$ cat src/rtl/ip_tx_arb_pkg.sv
// Shared types and widths for the ip_packet_tx arbiter.
//   IP_ADDR_W / MAC_ADDR_W / MSG_W : descriptor field widths
//   arb_state_t                    : arbiter FSM state encoding
//   descriptor_t                   : one latched transmit descriptor
package ip_tx_arb_pkg;

    localparam int unsigned IP_ADDR_W  = 32;
    localparam int unsigned MAC_ADDR_W = 48;
    localparam int unsigned MSG_W      = 10;

    typedef enum logic [1:0] {
        IDLE      = 2'd0,
        START     = 2'd1,
        WAIT_DONE = 2'd2
    } arb_state_t;

    typedef struct packed {
        logic [IP_ADDR_W-1:0]  ip;
        logic [MAC_ADDR_W-1:0] mac;
        logic [MSG_W-1:0]      msg;
    } descriptor_t;

endpackage

$ cat src/rtl/ip_tx_rr_pick.sv
// Combinational round-robin selector.
//   req_i   : request vector
//   ptr_i   : index with highest priority this round
//   grant_o : one-hot winner (all 0 when no request)
//   idx_o   : binary index of the winner
//   any_o   : at least one request present
module ip_tx_rr_pick #(
    parameter int unsigned NUM_REQ = 2,
    parameter int unsigned IDX_W   = 1
) (
    input  logic [NUM_REQ-1:0] req_i,
    input  logic [IDX_W-1:0]   ptr_i,
    output logic [NUM_REQ-1:0] grant_o,
    output logic [IDX_W-1:0]   idx_o,
    output logic               any_o
);

    logic [IDX_W:0]   sum;
    logic [IDX_W-1:0] cand;

    // Walk ptr, ptr+1, ... modulo NUM_REQ; the first set request wins.
    always_comb begin
        grant_o = '0;
        idx_o   = '0;
        any_o   = 1'b0;
        sum     = '0;
        cand    = '0;
        for (int k = 0; k < NUM_REQ; k++) begin
            sum = {1'b0, ptr_i} + (IDX_W+1)'(k);
            if (sum >= (IDX_W+1)'(NUM_REQ)) begin
                sum = sum - (IDX_W+1)'(NUM_REQ);
            end
            cand = sum[IDX_W-1:0];
            if (!any_o && req_i[cand]) begin
                any_o         = 1'b1;
                idx_o         = cand;
                grant_o[cand] = 1'b1;
            end
        end
    end

endmodule

$ cat src/rtl/ip_tx_arbiter.sv
// Round-robin arbiter sharing one ip_packet_tx engine between NUM_REQ requesters.
// Accepts one descriptor per transaction, drives RECIPIENT_* / START_IP_TXN and
// watches TX_READY_FOR_SEND for engine accept and completion.
//   ACLK, ARESET (async, active-low)
//   REQ_VALID/REQ_READY, REQ_IP_ADDRESS/REQ_MAC_ADDRESS/REQ_MESSAGE : requester side
//   REQ_DONE  : completion pulse to the owner
//   BUSY      : FSM not idle
//   RECIPIENT_*, START_IP_TXN, TX_READY_FOR_SEND : engine side
//   TX_COUNT  : saturating per-requester packet counters, only when
//               IP_TX_ARB_STATS_EN is defined
module ip_tx_arbiter
    import ip_tx_arb_pkg::*;
#(
    parameter int unsigned NUM_REQ    = 2,
    parameter int unsigned STAT_WIDTH = 16
) (
    input  logic                          ACLK,
    input  logic                          ARESET,
    input  logic [NUM_REQ-1:0]            REQ_VALID,
    output logic [NUM_REQ-1:0]            REQ_READY,
    input  logic [NUM_REQ*IP_ADDR_W-1:0]  REQ_IP_ADDRESS,
    input  logic [NUM_REQ*MAC_ADDR_W-1:0] REQ_MAC_ADDRESS,
    input  logic [NUM_REQ*MSG_W-1:0]      REQ_MESSAGE,
    output logic [NUM_REQ-1:0]            REQ_DONE,
    output logic [IP_ADDR_W-1:0]          RECIPIENT_IP_ADDRESS,
    output logic [MAC_ADDR_W-1:0]         RECIPIENT_MAC_ADDRESS,
    output logic [MSG_W-1:0]              RECIPIENT_MESSAGE,
    output logic                          START_IP_TXN,
    input  logic                          TX_READY_FOR_SEND,
    output logic                          BUSY
`ifdef IP_TX_ARB_STATS_EN
    ,
    output logic [NUM_REQ*STAT_WIDTH-1:0] TX_COUNT
`endif
);

    localparam int unsigned IDX_W = $clog2(NUM_REQ);

    arb_state_t       state_q, state_d;
    logic [IDX_W-1:0] rr_ptr_q, rr_ptr_d;
    logic [IDX_W-1:0] owner_q, owner_d;
    descriptor_t      desc_q, desc_d;
    logic             start_q, start_d;

    descriptor_t          req_desc [NUM_REQ];
    logic [NUM_REQ-1:0]   pick_grant;
    logic [IDX_W-1:0]     pick_idx;
    logic                 pick_any;
    logic                 grant_ok;
    logic                 done_fire;

    for (genvar g = 0; g < NUM_REQ; g++) begin : g_unpack
        assign req_desc[g] = '{
            ip:  REQ_IP_ADDRESS[IP_ADDR_W*g +: IP_ADDR_W],
            mac: REQ_MAC_ADDRESS[MAC_ADDR_W*g +: MAC_ADDR_W],
            msg: REQ_MESSAGE[MSG_W*g +: MSG_W]
        };
    end

    ip_tx_rr_pick #(
        .NUM_REQ (NUM_REQ),
        .IDX_W   (IDX_W)
    ) u_pick (
        .req_i   (REQ_VALID),
        .ptr_i   (rr_ptr_q),
        .grant_o (pick_grant),
        .idx_o   (pick_idx),
        .any_o   (pick_any)
    );

    // ARESET gates the combinational ready so every output is 0 while in reset.
    assign grant_ok  = (state_q == IDLE) && TX_READY_FOR_SEND && pick_any && ARESET;
    assign REQ_READY = grant_ok ? pick_grant : '0;

    always_comb begin
        state_d   = state_q;
        rr_ptr_d  = rr_ptr_q;
        owner_d   = owner_q;
        desc_d    = desc_q;
        start_d   = start_q;
        done_fire = 1'b0;
        unique case (state_q)
            IDLE: begin
                if (grant_ok) begin
                    desc_d  = req_desc[pick_idx];
                    owner_d = pick_idx;
                    start_d = 1'b1;
                    state_d = START;
                end
            end
            START: begin
                // Hold the start request until the engine shows it has taken it.
                if (!TX_READY_FOR_SEND) begin
                    start_d = 1'b0;
                    state_d = WAIT_DONE;
                end
            end
            WAIT_DONE: begin
                if (TX_READY_FOR_SEND) begin
                    done_fire = 1'b1;
                    rr_ptr_d  = (owner_q == IDX_W'(NUM_REQ - 1)) ? '0 : owner_q + 1'b1;
                    state_d   = IDLE;
                end
            end
            default: state_d = IDLE;
        endcase
    end

    always_ff @(posedge ACLK or negedge ARESET) begin
        if (!ARESET) begin
            state_q  <= IDLE;
            rr_ptr_q <= '0;
            owner_q  <= '0;
            desc_q   <= '0;
            start_q  <= 1'b0;
        end else begin
            state_q  <= state_d;
            rr_ptr_q <= rr_ptr_d;
            owner_q  <= owner_d;
            desc_q   <= desc_d;
            start_q  <= start_d;
        end
    end

    always_comb begin
        REQ_DONE = '0;
        if (done_fire) begin
            REQ_DONE[owner_q] = 1'b1;
        end
    end

    assign RECIPIENT_IP_ADDRESS  = desc_q.ip;
    assign RECIPIENT_MAC_ADDRESS = desc_q.mac;
    assign RECIPIENT_MESSAGE     = desc_q.msg;
    assign START_IP_TXN          = start_q;
    assign BUSY                  = (state_q != IDLE);

`ifdef IP_TX_ARB_STATS_EN
    for (genvar g = 0; g < NUM_REQ; g++) begin : g_stats
        logic [STAT_WIDTH-1:0] cnt_q;

        // Saturating: stops at all-ones instead of wrapping.
        always_ff @(posedge ACLK or negedge ARESET) begin
            if (!ARESET) begin
                cnt_q <= '0;
            end else if (REQ_DONE[g] && (cnt_q != '1)) begin
                cnt_q <= cnt_q + 1'b1;
            end
        end

        assign TX_COUNT[STAT_WIDTH*g +: STAT_WIDTH] = cnt_q;
    end
`endif

endmodule

$ cat config.mk
export PLATFORM = sky130hd
export DESIGN_NAME = ip_tx_arbiter
export DESIGN_NICKNAME = d
export VERILOG_FILES = /design/src/rtl/ip_tx_arb_pkg.sv /design/src/rtl/ip_tx_rr_pick.sv /design/src/rtl/ip_tx_arbiter.sv
export SDC_FILE = /design/constraint.sdc
export NUM_CORES = 1
export LEC_CHECK = 0
export CORE_MARGIN = 10
export CORE_UTILIZATION = 35
export DETAILED_ROUTE_END_ITERATION = 10
export DONT_BUFFER_PORTS = 1
export SLEW_MARGIN = 20
export SYNTH_ARGS = -nofsm -noshare
export SYNTH_HDL_FRONTEND = slang
export SYNTH_SLANG_ARGS = --single-unit
$ cat constraint.sdc
create_clock -name ACLK -period 3.8 [get_ports ACLK]
set_input_delay 1.14 -clock ACLK [delete_from_list [all_inputs] [get_ports ACLK]]
set_output_delay 1.14 -clock ACLK [all_outputs]
set_load 0.01 [all_outputs]
======== Word level (Yosys, flattened, before mapping) ========
Cells that the tools add are included.
operators by class
  reductions and logical operators ........ 15
  order comparisons ....................... 9
  bitwise operators ....................... 2
  $add $sub $neg .......................... 4
  equal/unequal tests ..................... 5
  mux-type cells .......................... 33
operators with widths
  cell                                                                count
  two-way mux 90 bit                                                  3
  two-way mux 1 bit                                                   18
  two-way mux 2 bit                                                   7
  logical AND 1 bit                                                   7
  < comparator 1 x 2 -> 1 bit (second input constant)                 3
  != test 2 bit (second input constant)                               3
  one-hot mux 2 bit (3 select lines)                                  1
  AND reduction 3 bit                                                 2
  greater-or-equal comparator 2 bit (second input constant)           2
  AND reduction 2 bit                                                 2
  nonzero test 2 bit                                                  2
  demux 1 bit (select 1 bit)                                          3
  greater-or-equal comparator 1 bit (second input constant)           3
  adder 1 x 1 -> 2 bit (second input constant)                        1
  equality test 2 x 1 -> 1 bit (second input constant)                1
  equality test 2 bit (second input constant)                         1
  greater-or-equal comparator 1 x 2 -> 1 bit (second input constant)  1
  logical NOT 2 bit                                                   1
  inverter 1 -> 2 bit                                                 1
  bitwise OR 2 bit                                                    1
  one-hot mux 1 bit (2 select lines)                                  1
  subtractor 1 bit (second input constant)                            2
  adder 1 bit (second input constant)                                 1
  logical NOT 1 bit                                                   1
word-level totals
  word-level logic and storage cells ...... 75
  flip-flop bits (word level) ............. 95
  input bits .............................. 185
  output and inout bits ................... 96

======== Depth between registers and ports, before layout ========
Gate-level depths: netlist (run 1).
  word-level depth ........................ 12
  depth in mapped cells ................... 5
  mapped depth without buffers ............ 3

======== Cells and area by module ========
Synthesis (run 1) repeated with hierarchy kept, for this count alone.
second synthesis, totals
  cells, all modules ...................... 318
  area, all modules ....................... 4728.3 sq um
modules (own cells, without submodules)
  module         area each (sq um)  cells each  sequential area each (sq um)  times used
  ip_tx_arbiter  4695.8             313         2377.3                        1
  ip_tx_rr_pick  32.5               5           0.0                           1

======== Worst setup path before layout (run 1) ========
OpenSTA, ideal clock, no wires.
  path type ............................... input-to-output
  start ................................... input port TX_READY_FOR_SEND
  end ..................................... output port REQ_READY[1]
  required time ........................... 2.660 ns
  cell stages on the path ................. 4
  path slack .............................. 0.798 ns
  path buffers ............................ 1
  arrival time ............................ 1.862 ns
  cell sequence ........................... and4bb_2 buf_2 o21ai_0 nor2_1
between the ends
  word-level cells in the longest chain between the ends .. 4
RTL lines
  item                            line                 RTL
  start: declaration              ip_tx_arbiter.sv:29  input logic TX_READY_FOR_SEND,
  logical AND 1 bit (3 in a row)  ip_tx_arbiter.sv:72  assign grant_ok = (state_q == IDLE) && TX_READY_FOR_SEND && pick_any && ARESET;
  two-way mux 2 bit               ip_tx_arbiter.sv:73  assign REQ_READY = grant_ok ? pick_grant : '0;
  end: declaration                ip_tx_arbiter.sv:20  output logic [NUM_REQ-1:0] REQ_READY,
Every way passes these cells.

======== Worst setup path in the final report (run 1) ========
  start ................................... input port ARESET
  end ..................................... output port REQ_READY[1]
between the ends
  word-level cells in the longest chain between the ends .. 2
RTL lines
  item                line                 RTL
  start: declaration  ip_tx_arbiter.sv:18  input logic ARESET,
  logical AND 1 bit   ip_tx_arbiter.sv:72
  two-way mux 2 bit   ip_tx_arbiter.sv:73
Every way passes these cells.

==> reports/metrics.yaml, run 1 <==
floorplan:
  ios: 281
  die-area_sq_mm: 0.0173
  row_count: 40
  start_util: 0.360
  fp.dieH_microns: 132
  core_sq_mm: 0.0121
  chipWidth_microns: 132
setup_path:
  reg2reg_from: "state_q[1]"
  worstSetupEndpointType: "primary output"
  ff2ff_path_depth: 5
  crit_path_start: "ARESET"
  worst_path_max_delay_cell: "and4bb_4"
  critical_path_class: "primary input to primary output"
  worst_ep_required_time_ns: 2.66
  timing.rr.end: "RECIPIENT_IP_ADDRESS[12]"
  max_stage_delay_ns: 0.25
  r2r_setup_slack_ns: 1.60
  critical_path.startpoint_type: "primary input"
  path_cells: "and4bb_4 > o21ai_0 > nor2_1"
  worst-path-max-fanout: 96
  crit_arrival_ns: 1.79
layout:
  areaGrowthSynthToFinish_pct: 8.32
  drive_above_1_share: 0.0898
  regArea_sq_mm: 0.00238
  antenna_cells: 0
  n_fill_cell: 1172
  finalNonFillerCells: 491
  multiInputGateArea_sq_mm: 0.00173
  nNetsFinal: 503
yosys:
  synthCells: 349
  syn_nets: 534
  synth-edff-count: 0
  yosys-top-cells-area: "dfrtp_1 (55%), a2bb2oi_1 (18%), o32ai_1 (18%), clkbuf_1 (2.9%), buf_6 (2.3%)"
  yosys_warnings: 0
  synth_top_area_share: 0.545
  async_flop_share: 1.00
  yosys.area.top_type: "dfrtp_1"
  yosysMostFrequentCell: "dfrtp_1"
  synth.avg_cell_area_sq_um: 12.5
  synth_common_cells: "dfrtp_1 (95), a2bb2oi_1 (90), o32ai_1 (90)"
  yosys.cell_types.count: 22
  synth_area_sq_mm: 0.00436
  synth-seq-area-share: 0.545
  ys_seq_elements: 95
  ys.flop_type: "dfrtp_1"
pwr:
  leakage_nw: 1.71
  vdd_drop_max_mv: 0.279
  cellPowerDensity_mw_per_mm2: 751
clocking:
  cts_root_buffer: "clkbuf_16"
  cts_buffers: 9
  cts_resized: 0
  clk_latency_ns: 0.33
  clkTransAtPathRegs_ns: 0.07
  clockBufferDepth: 2
  post-cts-setup-buffers: 0
  hold_buffers: 0
  cts_tree: "yes"
  cts_sinks: 95
  cts_max_level: 3
detailed_routing:
  vias: 3171
  initialDrtViolationCount: 181
  wirelength_microns: 13700
  wl_per_cell_microns: 27.9
  drc: 0
  ant_nets: 0
  drt_first_pass_iters: 4
  via_per_inst: 6.46
timing:
  fin_crit_sh: 0.770
  finalHoldViolCount: 0
  relSlewSlack: 0.431
  clock.fmax_mhz: 342
  tns_ns: 0
  drv_slew: 0
  fin_worst_skew_ns: 0.00760
  finalCriticalPeriod_ns: 2.93
  finalSetupViolCount: 0
  tightest_slew_ns: 0.853
  rsz0062_at_grt: "false"
  worst_slack_ns: 0.874
place:
  port_buffers: 0
  routabilityCongestion: 0.793
  hpwlAfterDp_microns: 10300
  pre_cts_slack_ns: 0.878
  dp.cells: 475
min_path:
  hp-class: "primary input to asynchronous set/reset pin"
global_routing:
  grt_usage: 0.150
  grt_pass1_wl_microns: 21000
  grt_max_degree: 97
  grt_pass1_vias: 3411
  grt_overflow_total: 0
  antenna_found_initial: 0
run_status:
  status: "finished clean"
run:
  drv_cap: 0
-- metal layers --
| metal | up-vias | global-route usage | part of all wire |
|---|---|---|---|
| met5 | - | 0 | 0 |
| li1 | 1420 | - | - |
| met3 | 14 | 0.0610 | 0.11 |
| met2 | 180 | 0.248 | 0.49 |
| met4 | 0 | 0.0618 | 0.021 |
| met1 | 1557 | 0.168 | 0.38 |
-- metrics by stage --
| stage | area [sq um] | hold slack, ns | utilization | total power, W |
|---|---|---|---|---|
| floorplan | 4360 | 0.485 | - | 0.00237 |
| global placement | 4390 | 0.537 | 0.363 | 0.00259 |
| detailed placement | 4390 | 0.536 | 0.363 | 0.00261 |
| CTS | 4720 | 0.483 | 0.390 | 0.00361 |
| global route | 4720 | 0.475 | 0.390 | 0.00376 |
| finish | 4720 | 0.496 | 0.390 | 0.00355 |
-- placed cells by master (no fill, tap or decap) --
cell        n
nand2_1     1
a2bb2oi_1  90
a21bo_2     1
o21a_4      1
clkinv_2    1
bufinv_16   2
clkbuf_16   9
clkbuf_8    1
and4bb_4    1
nor2b_1     1
nor2b_4     1
buf_12      1
a21oi_1     2
inv_6       2
nor2_1      3
o32ai_1    90
and3_1      2
or2_2       1
mux2i_1     1
inv_1       3
inv_2       1
buf_4       6
dfrtp_1    95
o21ai_0     3
clkinv_4    1
nand2b_1    3
-- how the worst max path moves through the flow --
stage | end | slack, ns | depth (start not counted)
2_1_floorplan | REQ_READY[1] | 0.80 | 4
3_3_place_gp | REQ_READY[1] | 0.90 | 3
3_5_place_dp | REQ_READY[1] | 0.88 | 3
4_1_cts | REQ_READY[1] | 0.87 | 3
5_1_grt | REQ_READY[1] | 0.81 | 3
6_report | REQ_READY[1] | 0.87 | 3
-- sequential cells by signal (all words and copies together), names as in the netlist --
register,flops
RECIPIENT_IP_ADDRESS,32
RECIPIENT_MAC_ADDRESS,48
RECIPIENT_MESSAGE,10
START_IP_TXN,1
owner_q,1
rr_ptr_q,1
state_q,2
-- critical path, delay by kind of cell --
kind             cells  cell delay (ns)
AND/OR/NAND/NOR      2             0.49
AO/OA/AOI/OAI        1             0.14
-- where the power goes --
part	leakage [nW]	total (W)	switching, W	internal (W)
clock network	0.163	0.000976	0.000377	0.000599
registers	1.03	0.00185	0.000479	0.00137
logic	0.515	0.000724	0.000333	0.000391
-- cell families after synthesis --
| kind of cell | share of synthesized area |
|---|---|
| compound gates | 0.371 |
| flops | 0.545 |
| buf+inv | 0.0634 |
| simple gates | 0.0178 |
| mux | 0.00230 |
-- final cells by class --
class                   count  share of cell area
well taps                 168              0.0445
repair buffers              7              0.0138
inverters                   4             0.00318
clock buffers              10              0.0506
flip-flops and latches     95               0.503
clock inverters             6              0.0193
multi-input cells         201               0.365
Note: power is estimated with default switching activity, not from simulation.
==> run 2: changes to the inputs <==
- clock period: 3.8 -> 2.5 ns (I/O delays scaled with it)
==> run 2 against run 1 <==
Wire length up 2.5%. Worst hold slack worse by 0.39 ns. Flip-flop and latch count unchanged. Largest power group unchanged.
==> reports/metrics.yaml, run 2 (synthesis gave the netlist of run 1 again) <==
layout:
  fin_util: 0.391  # +0.00134
  fin_area_sq_mm: 0.00474  # +0.34%
  layout_commonest_cell: "dfrtp_1"
  areaGrowthSynthToFinish_pct: 8.69
  finalNonFillerCells: 493  # +0.41%
  n_fill_cell: 1180  # +0.68%
  largest_reg_flops: 48  # unchanged
  drive_above_1_share: 0.0923  # +0.00252
  nNetsFinal: 505  # +0.40%
  antenna_cells: 0  # unchanged
  final_cell_mix: "dfrtp_1 (95), o32ai_1 (90), a2bb2oi_1 (90)"
run:
  drv_cap: 0  # unchanged
clocking:
  cts_resized: 0  # unchanged
  cts_sinks: 95  # unchanged
  clockBufferDepth: 2  # unchanged
  cts_root_buffer: "clkbuf_16"
  clk_latency_ns: 0.33  # about the same
  cts_tree: "yes"
  cts_buffers: 9  # unchanged
  hold_buffers: 0  # unchanged
  clkTransAtPathRegs_ns: 0.07  # about the same
  cts_max_level: 3  # unchanged
  post-cts-setup-buffers: 0  # unchanged
setup_path:
  crit_arrival_ns: 1.55  # -0.24 ns
  r2r_setup_slack_ns: 0.67  # -0.93 ns
  crit_end: "REQ_READY[1]"
  reg2reg_from: "rr_ptr_q"
  worstSetupEndpointType: "primary output"
  ff2ff_path_depth: 4  # -1
  worst_path_max_delay_cell: "dfrtp_1"
  timing.rr.end: "RECIPIENT_MAC_ADDRESS[39]"
  critical_path.startpoint_type: "flop"
  worst_ep_required_time_ns: 1.75  # -0.91 ns
  path_cells: "and4bb_4 > o21ai_0 > nor2_1"
  critical_path_class: "flop to primary output"
  crit_path_start: "state_q[1]"
  max_stage_delay_ns: 0.43  # +0.18 ns
  worst-path-max-fanout: 7  # -93%
timing:
  worst_slack_ns: 0.197  # -0.677 ns
  clock.fmax_mhz: 434
  relSlewSlack: 0.438  # +0.00704
  drv_slew: 0  # unchanged
  finalCriticalPeriod_ns: 2.30
  fin_worst_skew_ns: 0.00834  # +0.000745 ns
  finalHoldViolCount: 0  # unchanged
  tns_ns: 0  # unchanged
  rsz0062_at_grt: "false"
  finalSetupViolCount: 0  # unchanged
  fin_crit_sh: 0.921
  tightest_slew_ns: 0.842  # -0.0106 ns
global_routing:
  antenna_found_initial: 0  # unchanged
  grt_max_degree: 97  # unchanged
  grt_pass1_wl_microns: 21500  # +2.4%
  grt_usage: 0.153  # +0.00279
  grt_overflow_total: 0  # unchanged
  grt_pass1_vias: 3469  # +1.7%
floorplan:
  ios: 281  # unchanged
  start_util: 0.360  # unchanged
  die-area_sq_mm: 0.0173  # unchanged
  chipWidth_microns: 132  # unchanged
  core_sq_mm: 0.0121  # unchanged
  fp.dieH_microns: 132  # unchanged
  row_count: 40  # unchanged
place:
  dp.cells: 477  # +0.42%
  hpwlAfterDp_microns: 10600  # +2.6%
  pre_cts_slack_ns: 0.330  # -0.547 ns
  port_buffers: 0  # unchanged
  placed_area_sq_mm: 0.00443  # +0.91%
  routabilityCongestion: 0.810  # +2.1%
detailed_routing:
  wl_per_cell_microns: 28.5  # +2.1%
  vias: 3186  # +0.47%
  drt_first_pass_iters: 4  # unchanged
  via_per_inst: 6.46  # about the same
  drc: 0  # unchanged
  initialDrtViolationCount: 197  # +8.8%
  wirelength_microns: 14000  # +2.5%
  ant_nets: 0  # unchanged
pwr:
  cellPowerDensity_mw_per_mm2: 1130  # +50%
  leakage_nw: 1.71  # about the same
  vdd_drop_max_mv: 0.419  # +50%
run_status:
  status: "finished clean"
min_path:
  hp-class: "primary input to asynchronous set/reset pin"
==> run 2: worst max-delay path, delay by kind of cell, from the launching register on <==
family,cells,cell delay (ns)
compound gates,1,0.15
flops,1,0.43
simple gates,2,0.64
==> run 2: area by class of cell <==
type	count	area [sq um]	share of cell area
multi-input cells	201	1730	0.364
flip-flops and latches	95	2380	0.502
clock inverters	5	63.8	0.0135
repair buffers	9	105	0.0222
clock buffers	11	243	0.0512
inverters	4	15.0	0.00317
well taps	168	210	0.0444
==> run 2: worst min-delay path by stage <==
stage	end	cells past startpoint
2_1_floorplan	RECIPIENT_IP_ADDRESS[0]	0
3_3_place_gp	RECIPIENT_IP_ADDRESS[29]	0
3_5_place_dp	RECIPIENT_IP_ADDRESS[25]	0
4_1_cts	RECIPIENT_IP_ADDRESS[25]	0
5_1_grt	RECIPIENT_IP_ADDRESS[25]	0
6_report	RECIPIENT_IP_ADDRESS[25]	0
==> run 2: metal layers <==
metal	global-route usage	wire length [microns]
met3	0.0629	1460
met5	0	0
met1	0.177	5480
met2	0.250	6950
met4	0.0519	160
==> run 2: through the flow <==
| step | total power [W] | hold slack, ns |
|---|---|---|
| floorplan | 0.00361 | 0.454 |
| global placement | 0.00395 | 0.459 |
| detailed placement | 0.00399 | 0.459 |
| CTS | 0.00543 | 0.0872 |
| global route | 0.00564 | 0.0806 |
| finish | 0.00534 | 0.105 |
==> run 2: power breakdown <==
group / total, W / internal (W) / switching [W] / leakage (nW)
clock network: 0.00140 / 0.000813 / 0.000591 / 0.147
logic: 0.00112 / 0.000603 / 0.000519 / 0.533
registers: 0.00281 / 0.00208 / 0.000732 / 1.03
total: 0.00534 / 0.00350 / 0.00184 / 1.71
